===== config.mk =====
export PLATFORM = sky130hd
export DESIGN_NAME = lock_rst_sequencer
export DESIGN_NICKNAME = d
export VERILOG_FILES = /design/src/rtl/clks_pkg.sv /design/src/rtl/synchronizer_ff.sv /design/src/rtl/lock_rst_sequencer.sv
export SDC_FILE = /design/constraint.sdc
export NUM_CORES = 1
export LEC_CHECK = 0
export CAP_MARGIN = 5
export CORE_MARGIN = 2
export CORE_UTILIZATION = 30
export CTS_BUF_LIST = sky130_fd_sc_hd__clkbuf_4 sky130_fd_sc_hd__clkbuf_8 sky130_fd_sc_hd__clkbuf_16
export DETAILED_ROUTE_END_ITERATION = 8
export HOLD_SLACK_MARGIN = 0.06
export SLEW_MARGIN = 20
export SYNTH_ARGS = -nofsm -noshare
export SYNTH_HDL_FRONTEND = slang
export SYNTH_SLANG_ARGS = --single-unit

===== constraint.sdc =====
create_clock -name clkIn -period 1.9 [get_ports clkIn]
set_clock_uncertainty 0.05 [all_clocks]
set_input_delay 0.285 -clock clkIn [delete_from_list [all_inputs] [get_ports clkIn]]
set_output_delay 0.285 -clock clkIn [all_outputs]
set_load 0.1 [all_outputs]

===== src/rtl/clks_pkg.sv =====
// Shared types and defaults for the clock-lock reset sequencer.
package clks_pkg;

  // FSM state codes; the encoding is visible on stateOut.
  typedef enum logic [1:0] {
    IDLE      = 2'b00,
    WAIT_LOCK = 2'b01,
    SETTLE    = 2'b10,
    RUN       = 2'b11
  } seq_state_e;

  localparam int DEFAULT_SETTLE_CYCLES = 1024;
  localparam int DEFAULT_SYNC_DEPTH    = 3;

endpackage : clks_pkg


===== src/rtl/synchronizer_ff.sv =====
// Multi-flop synchronizer for a single asynchronous level signal.
module synchronizer_ff #(
  parameter int DEPTH = 2
) (
  input  logic clk,
  input  logic rst,
  input  logic d,
  output logic q
);

  logic [DEPTH-1:0] sync_q;
  logic [DEPTH-1:0] sync_d;

  // Shift the raw input one stage further down the chain every cycle.
  always_comb begin
    sync_d = {sync_q[DEPTH-2:0], d};
  end

  // Synchronizer stages, cleared by the synchronous reset.
  always_ff @(posedge clk) begin
    if (rst) begin
      sync_q <= '0;
    end else begin
      sync_q <= sync_d;
    end
  end

  assign q = sync_q[DEPTH-1];

endmodule : synchronizer_ff


===== src/rtl/lock_rst_sequencer.sv =====
// Holds the system reset until both MMCMs are locked and have stayed locked
// for SETTLE_CYCLES cycles, then tracks lock losses while running.
module lock_rst_sequencer
  import clks_pkg::*;
#(
  parameter int SETTLE_CYCLES = DEFAULT_SETTLE_CYCLES,
  parameter int SYNC_DEPTH    = DEFAULT_SYNC_DEPTH,
  parameter int LOSS_CNT_W    = 8
) (
  input  logic                  clkIn,
  input  logic                  rstIn,
  input  logic                  mmcm0LockedIn,
  input  logic                  mmcm1LockedIn,
  output logic                  rstSysOut,
  output logic                  readyOut,
  output logic [1:0]            stateOut,
  output logic                  lockLossPulseOut,
  output logic [LOSS_CNT_W-1:0] lockLossCntOut
);

  localparam int CNT_W = $clog2(SETTLE_CYCLES + 1);
  localparam logic [CNT_W-1:0] SETTLE_LAST = CNT_W'(SETTLE_CYCLES - 1);

  logic lk0;
  logic lk1;
  logic both_locked;

  seq_state_e state_q, state_d;
  logic [CNT_W-1:0]      settle_cnt_q, settle_cnt_d;
  logic                  rst_sys_q, rst_sys_d;
  logic                  ready_q, ready_d;
  logic                  loss_pulse_q, loss_pulse_d;
  logic [LOSS_CNT_W-1:0] loss_cnt_q, loss_cnt_d;

  synchronizer_ff #(
    .DEPTH(SYNC_DEPTH)
  ) u_sync_lock0 (
    .clk(clkIn),
    .rst(rstIn),
    .d  (mmcm0LockedIn),
    .q  (lk0)
  );

  synchronizer_ff #(
    .DEPTH(SYNC_DEPTH)
  ) u_sync_lock1 (
    .clk(clkIn),
    .rst(rstIn),
    .d  (mmcm1LockedIn),
    .q  (lk1)
  );

  assign both_locked = lk0 & lk1;

  // State, settle counter and all registered outputs; reset overrides everything.
  always_ff @(posedge clkIn) begin
    if (rstIn) begin
      state_q      <= IDLE;
      settle_cnt_q <= '0;
      rst_sys_q    <= 1'b1;
      ready_q      <= 1'b0;
      loss_pulse_q <= 1'b0;
      loss_cnt_q   <= '0;
    end else begin
      state_q      <= state_d;
      settle_cnt_q <= settle_cnt_d;
      rst_sys_q    <= rst_sys_d;
      ready_q      <= ready_d;
      loss_pulse_q <= loss_pulse_d;
      loss_cnt_q   <= loss_cnt_d;
    end
  end

  // Next state and settle count; a lock drop always beats the terminal count.
  always_comb begin
    state_d      = state_q;
    settle_cnt_d = settle_cnt_q;
    unique case (state_q)
      IDLE: begin
        state_d = WAIT_LOCK;
      end
      WAIT_LOCK: begin
        settle_cnt_d = '0;
        if (both_locked) begin
          state_d = SETTLE;
        end
      end
      SETTLE: begin
        if (settle_cnt_q != '1) begin
          settle_cnt_d = settle_cnt_q + 1'b1;
        end
        if (!both_locked) begin
          state_d = WAIT_LOCK;
        end else if (settle_cnt_q == SETTLE_LAST) begin
          state_d = RUN;
        end
      end
      RUN: begin
        if (!both_locked) begin
          state_d = WAIT_LOCK;
        end
      end
      default: begin
        state_d = IDLE;
      end
    endcase
  end

  // Outputs are computed from the next state so they move with the state flop.
  always_comb begin
    rst_sys_d    = (state_d != RUN);
    ready_d      = (state_d == RUN);
    loss_pulse_d = (state_q == RUN) && !both_locked;
    loss_cnt_d   = loss_cnt_q;
    if (loss_pulse_d && (loss_cnt_q != '1)) begin
      loss_cnt_d = loss_cnt_q + 1'b1;
    end
  end

  assign rstSysOut        = rst_sys_q;
  assign readyOut         = ready_q;
  assign stateOut         = state_q;
  assign lockLossPulseOut = loss_pulse_q;
  assign lockLossCntOut   = loss_cnt_q;

endmodule : lock_rst_sequencer


## After elaboration in Yosys (flattened, before gate mapping)

Cells that the tools add are included.

- Add/sub/neg operators: 2
- Equality and inequality tests: 9
- Multiplexer cells: 7
- Bitwise logic cells: 1
- Reductions and logical operators: 6

Operators with widths:

| cell | count |
|---|---|
| 11-bit case mux with 2 select lines | 1 |
| 11-bit by 1-bit adder with 11-bit output, second input constant | 1 |
| 11-bit by 10-bit equality test with 1-bit output, second input constant | 1 |
| 11-bit 2-to-1 mux | 1 |
| 11-bit inequality test, second input constant | 1 |
| 8-bit by 1-bit adder with 8-bit output, second input constant | 1 |
| 2-bit 2-to-1 mux | 4 |
| 8-bit inequality test, second input constant | 1 |
| 2-bit case mux with 4 select lines | 1 |
| 2-bit equality test, second input constant | 3 |
| 2-bit inequality test, second input constant | 2 |
| 2-bit by 1-bit equality test with 1-bit output, second input constant | 1 |
| 1-bit logical AND | 2 |
| 2-bit logical NOT | 1 |
| 2-bit AND reduction | 1 |
| 2-bit nonzero test | 1 |
| 1-bit AND | 1 |
| 1-bit logical NOT | 1 |

- Register bits after elaboration: 30
- Bits of input ports: 4
- Output and inout port bits: 13

## Longest topological paths before layout

- Depth after elaboration: 5
- Gate-level depth with buffers: 6
- Gate-level depth less buffers: 5

## Cells and area by module

Synthesis repeated with hierarchy kept, for this count alone.

- Cell total of the unflattened synthesis: 145
- Area total of the unflattened synthesis: 1303.8 um^2

By module, submodules not included:

| module | instances | cells each | area an instance (um^2) | seq. area each (um^2) |
|---|---|---|---|---|
| lock_rst_sequencer | 1 | 133 | 1146.1 | 480.5 |
| synchronizer_ff | 2 | 6 | 78.8 | 60.1 |

## Worst setup path before layout

OpenSTA, ideal clock, no wires.

- Kind: register to register
- Start: register state_q[1], in the netlist stateOut[1]
- End: register loss_cnt_q[7], in the netlist lockLossCntOut[7]
- Library setup time: 0.070 ns
- Arrival time: 2.487 ns
- Data required time: 1.780 ns
- Slack: -0.707 ns
- Cell stages (with the launch flop): 5
- Path buffers: 0
- Period minus slack after synthesis: 2.607 ns
- Cells stage by stage: dfxtp_1 -> nand2_1 -> or4_4 -> or4_1 -> a21oi_1

- Cells in the longest elaborated chain, start to end: 3

RTL lines:

| item | line | RTL |
|---|---|---|
| from (decl) | lock_rst_sequencer.sv:28 | `seq_state_e state_q, state_d;` |
| from (signal assigned) | lock_rst_sequencer.sv:65 | `state_q <= state_d;` |
| 2-bit equality test | lock_rst_sequencer.sv:113 | `loss_pulse_d = (state_q == RUN) && !both_locked;` |
| 1-bit logical AND | lock_rst_sequencer.sv:113 |  |
| 1-bit logical AND | lock_rst_sequencer.sv:115 | `if (loss_pulse_d && (loss_cnt_q != '1)) begin` |
| to (signal assigned) | lock_rst_sequencer.sv:70 | `loss_cnt_q <= loss_cnt_d;` |
| to (decl) | lock_rst_sequencer.sv:33 | `logic [LOSS_CNT_W-1:0] loss_cnt_q, loss_cnt_d;` |

No other way between the ends.
A chain may end at the register's enable or synchronous reset.

## Worst setup path after layout

- Start: register loss_cnt_q[1], in the netlist lockLossCntOut[1]
- End: register loss_cnt_q[6], in the netlist lockLossCntOut[6]

- Cells in the longest elaborated chain, start to end: 2

RTL lines:

| item |
|---|
| branches (longest 2 deep; another with 8-bit by 1-bit adder with 8-bit output) |

Several ways; the timed one is not identified.

==> results.sh <==
export IMPL_postSynth_topFlopCell="dfxtp_1"
export IMPL_final_hold_worst_slack_ns=0.386
export IMPL_synth_top_cell_area_share=0.470
export IMPL_routability_congestion=0.731
export IMPL_layout_drive_gt1_share=0.282
export IMPL_final_core_util=0.410
export IMPL_maxSlewViolCount=0
export IMPL_final_min_clock_period_ns=1.84
export IMPL_post_synth_top_cells="30 x dfxtp_1, 12 x nor2_1, 8 x nand3_1"
export IMPL_report_final_setup_viol=0
export IMPL_post_synthesis_cell_type_count=38
export IMPL_place_detailed_hpwl_mm=2.09
export IMPL_area_growth_synth_to_final_pct=30.3
export IMPL_rsz0062_at_grt="no"
export IMPL_synthesis_instances=139
export IMPL_asyncSetResetFlopFracSynth=0
export IMPL_post_synth_cell_area_avg_um2=9.19
export IMPL_floorplan_row_count=23
export IMPL_power_switching_share=0.228
export IMPL_layout_worst_path_cycle_share=0.966
export IMPL_fp_coreArea_um2=4060
export IMPL_irDropWorstVdd_uv=381
export IMPL_timing_setup_critical_path_class="register to register"
export IMPL_p_clk_frac=0.424
export IMPL_setup_ws_ns=0.0646
export IMPL_power_sequential_fraction=0.533
export IMPL_r2r_start="lockLossCntOut[1]$_SDFFE_PP0P_"
export IMPL_worstSetupStartpoint="lockLossCntOut[1]$_SDFFE_PP0P_"
export IMPL_clkLatencyLatePin_ns=0.29
export IMPL_drt_pass1_iter_count=4
export IMPL_register_area_share_after_synthesis=0.470
export IMPL_power_density_cells_nw_per_um2=712
export IMPL_place_inst=212
export IMPL_mappedNetlistNets=145
export IMPL_ant_nets=0
export IMPL_drcViolationCount=0
export IMPL_cts_tree="yes"
export IMPL_first_global_vias=1103
export IMPL_vias_per_cell=5.19
export IMPL_critical_path_arrival_ns=2.00
export IMPL_startpoint_type="register"
export IMPL_synth_enable_flop_cells=0
export IMPL_grt_ovfl_total=0
export IMPL_iter_0_drt_violations=39
export IMPL_relSlewSlack=0.566
export IMPL_synthesis_area_um2=1280
export IMPL_reg2reg_slack_ns=0.06
export IMPL_grt_use_total=0.132
export IMPL_first_pass_grt_wire_length_mm=5.07
export IMPL_num_antenna_cells=0
export IMPL_netlist_top_cells_area="dfxtp_1 47%, nor2_1 3.5%, nor2b_1 3.4%, nand3_1 3.1%, a21oi_1 2.7%"
export IMPL_power_report_internal_total_mw=0.914
export IMPL_clock_tree_buffer_depth=2
export IMPL_cts_buffers_inserted=5
export IMPL_die_area_um2=4800
export IMPL_yosys_cell_count_top_type="dfxtp_1"
export IMPL_holdBufCountCts=0
export IMPL_fmax_mhz=545
export IMPL_power_combinational_fraction=0.043
export IMPL_cp_end_kind="register"
export IMPL_cts_reportedPaths_clkPinSlew_ns=0.07
export IMPL_die_height_um=69.3
export IMPL_placed_area_um2=1570
export IMPL_yosysWarnings=0
export IMPL_p_sw_mw=0.270
export IMPL_wire_per_inst_um=13.1
export IMPL_number_of_antenna_violations_at_the_first_check_in_global_routing=0
export IMPL_grt_max_degree=12
export IMPL_routed_wire_length_mm=2.88
export IMPL_finalSetupTns_ns=0
export IMPL_timing_reg2reg_worst_path_depth=6
export IMPL_final_fill_count=407
export IMPL_finalInstanceArea_um2=1660
export IMPL_starting_density=0.315
export IMPL_nets=175
export IMPL_worst_margin_pin_slew_ns=0.635
export IMPL_ys_ff_latch=30
export IMPL_port_buffers=16
export IMPL_worstSetupEndpoint="lockLossCntOut[6]$_SDFFE_PP0P_"
export IMPL_timing_hold_violations_final=0
export IMPL_clock_tree_htree_level_count=2
export IMPL_die_width_um=69.3
export IMPL_cts_sinks=30
export IMPL_hold_path_class="register to register"
export IMPL_p_total_mw=1.18
export IMPL_yosysTopAreaCell="dfxtp_1"
export IMPL_timing_max_cap_violations=0
export IMPL_outcome="completed"
export IMPL_detailroute_via_count=1142
export IMPL_critical_path_max_fanout=4
export IMPL_worstReg2RegEnd="lockLossCntOut[6]$_SDFFE_PP0P_"
export IMPL_worst_endpoint_required_ns=2.07
export IMPL_final_instance_count_excl_fill=220
export IMPL_power_leakage_nw=0.624
export IMPL_pin_count=17
export IMPL_placement_setup_worst_slack_ns=0.0270
export IMPL_cts_root_buffer="clkbuf_8"
## repair_timing
action                                  CTS  global route
buffers inserted                          0             0
resized for setup                         0             1
endpoints found under the setup margin    0             8
endpoints found under the hold margin     0             0
## power by group through the flow
stage / logic [mW] / clock network, mW / registers, mW
finish: 0.0507 / 0.502 / 0.632
global route: 0.0546 / 0.554 / 0.632
CTS: 0.0512 / 0.521 / 0.632
detailed placement: 0.0510 / 0 / 0.646
global placement: 0.0501 / 0 / 0.646
floorplan: 0.0200 / 0 / 0.657
## per-layer routing
metal  wire length (um)  share of wire  vias to the layer above  GRT usage
met2               1390           0.48                       28      0.213
li1                   -              -                      573          -
met5                  0              0                        -          0
met1               1310           0.45                      536      0.151
met4                 37          0.013                        0     0.0523
met3                140          0.049                        5     0.0596
## logic make-up (layout without fill, tap and decap cells)
logic type	count (synthesis)	after routing	share of synthesized area
adder cells (fa/ha/maj)	2	2	0.0196
buffers and inverters	5	36	0.0206
AND/OR/NAND/NOR	66	66	0.290
AO/OA/AOI/OAI	30	30	0.157
XOR/XNOR	4	4	0.0274
flip-flops	30	30	0.470
multiplexers	2	2	0.0157
## critical path, stage by stage, from the launching register on
cell and delay (ns):
dfxtp_4 0.36, ha_4 0.16, and4_4 0.19, or4_4 0.41
buf_4 0.16, or3_1 0.30, a21oi_1 0.14
## cell usage in the layout (no fill, tap or decap), types with 2 or more instances in the layout
master           netlist  routed
nand2b_1               3       3
a211oi_1               3       3
nor4_1                 4       4
dfxtp_4                0       6
nor2b_1                7       7
nor3_1                 4       4
and3_1                 2       2
nand3_1                8       8
clkbuf_8               0       5
or2b_1                 2       2
clkdlybuf4s50_1        0       3
mux2i_1                2       2
o21ai_0                7       7
and4_1                 3       2
nand2_1                7       7
buf_4                  0      25
or3_1                  3       3
and2_1                 2       2
nand4_1                3       3
nor2_1                12      12
o211ai_1               2       2
xnor2_1                4       4
dfxtp_1               30      20
dfxtp_2                0       4
a21oi_1                7       7
a2111oi_0              2       2
## final cells by class
| type | count | area [um2] | share of cell area |
|---|---|---|---|
| Sequential cell | 30 | 628 | 0.377 |
| Timing Repair Buffer | 28 | 218 | 0.131 |
| Clock inverter | 2 | 8.76 | 0.00526 |
| Multi-Input combinational cell | 104 | 671 | 0.403 |
| Clock buffer | 6 | 76.3 | 0.0459 |
| Tap cell | 50 | 62.6 | 0.0376 |
## how the worst min path moves through the flow
stage	depth (start not counted)	end	slack [ns]	startpoint
global route	1	u_sync_lock0.sync_q[1]$_SDFF_PP0_	0.40	u_sync_lock0.sync_q[0]$_SDFF_PP0_
global placement	1	u_sync_lock1.sync_q[2]$_SDFF_PP0_	0.37	u_sync_lock1.sync_q[1]$_SDFF_PP0_
finish	1	u_sync_lock0.sync_q[2]$_SDFF_PP0_	0.39	u_sync_lock0.sync_q[1]$_SDFF_PP0_
detailed placement	1	u_sync_lock0.sync_q[2]$_SDFF_PP0_	0.37	u_sync_lock0.sync_q[1]$_SDFF_PP0_
floorplan	1	u_sync_lock0.sync_q[0]$_SDFF_PP0_	0.36	mmcm0LockedIn
CTS	1	u_sync_lock0.sync_q[2]$_SDFF_PP0_	0.39	u_sync_lock0.sync_q[1]$_SDFF_PP0_
## flip-flops by register name, summed over array words and instances, names as in the netlist
name	count
stateOut	2
u_sync_lock1.sync_q	3
readyOut	1
rstSysOut	1
lockLossPulseOut	1
settle_cnt_q	11
u_sync_lock0.sync_q	3
lockLossCntOut	8
No activity file was read; power rests on OpenSTA's default activity.
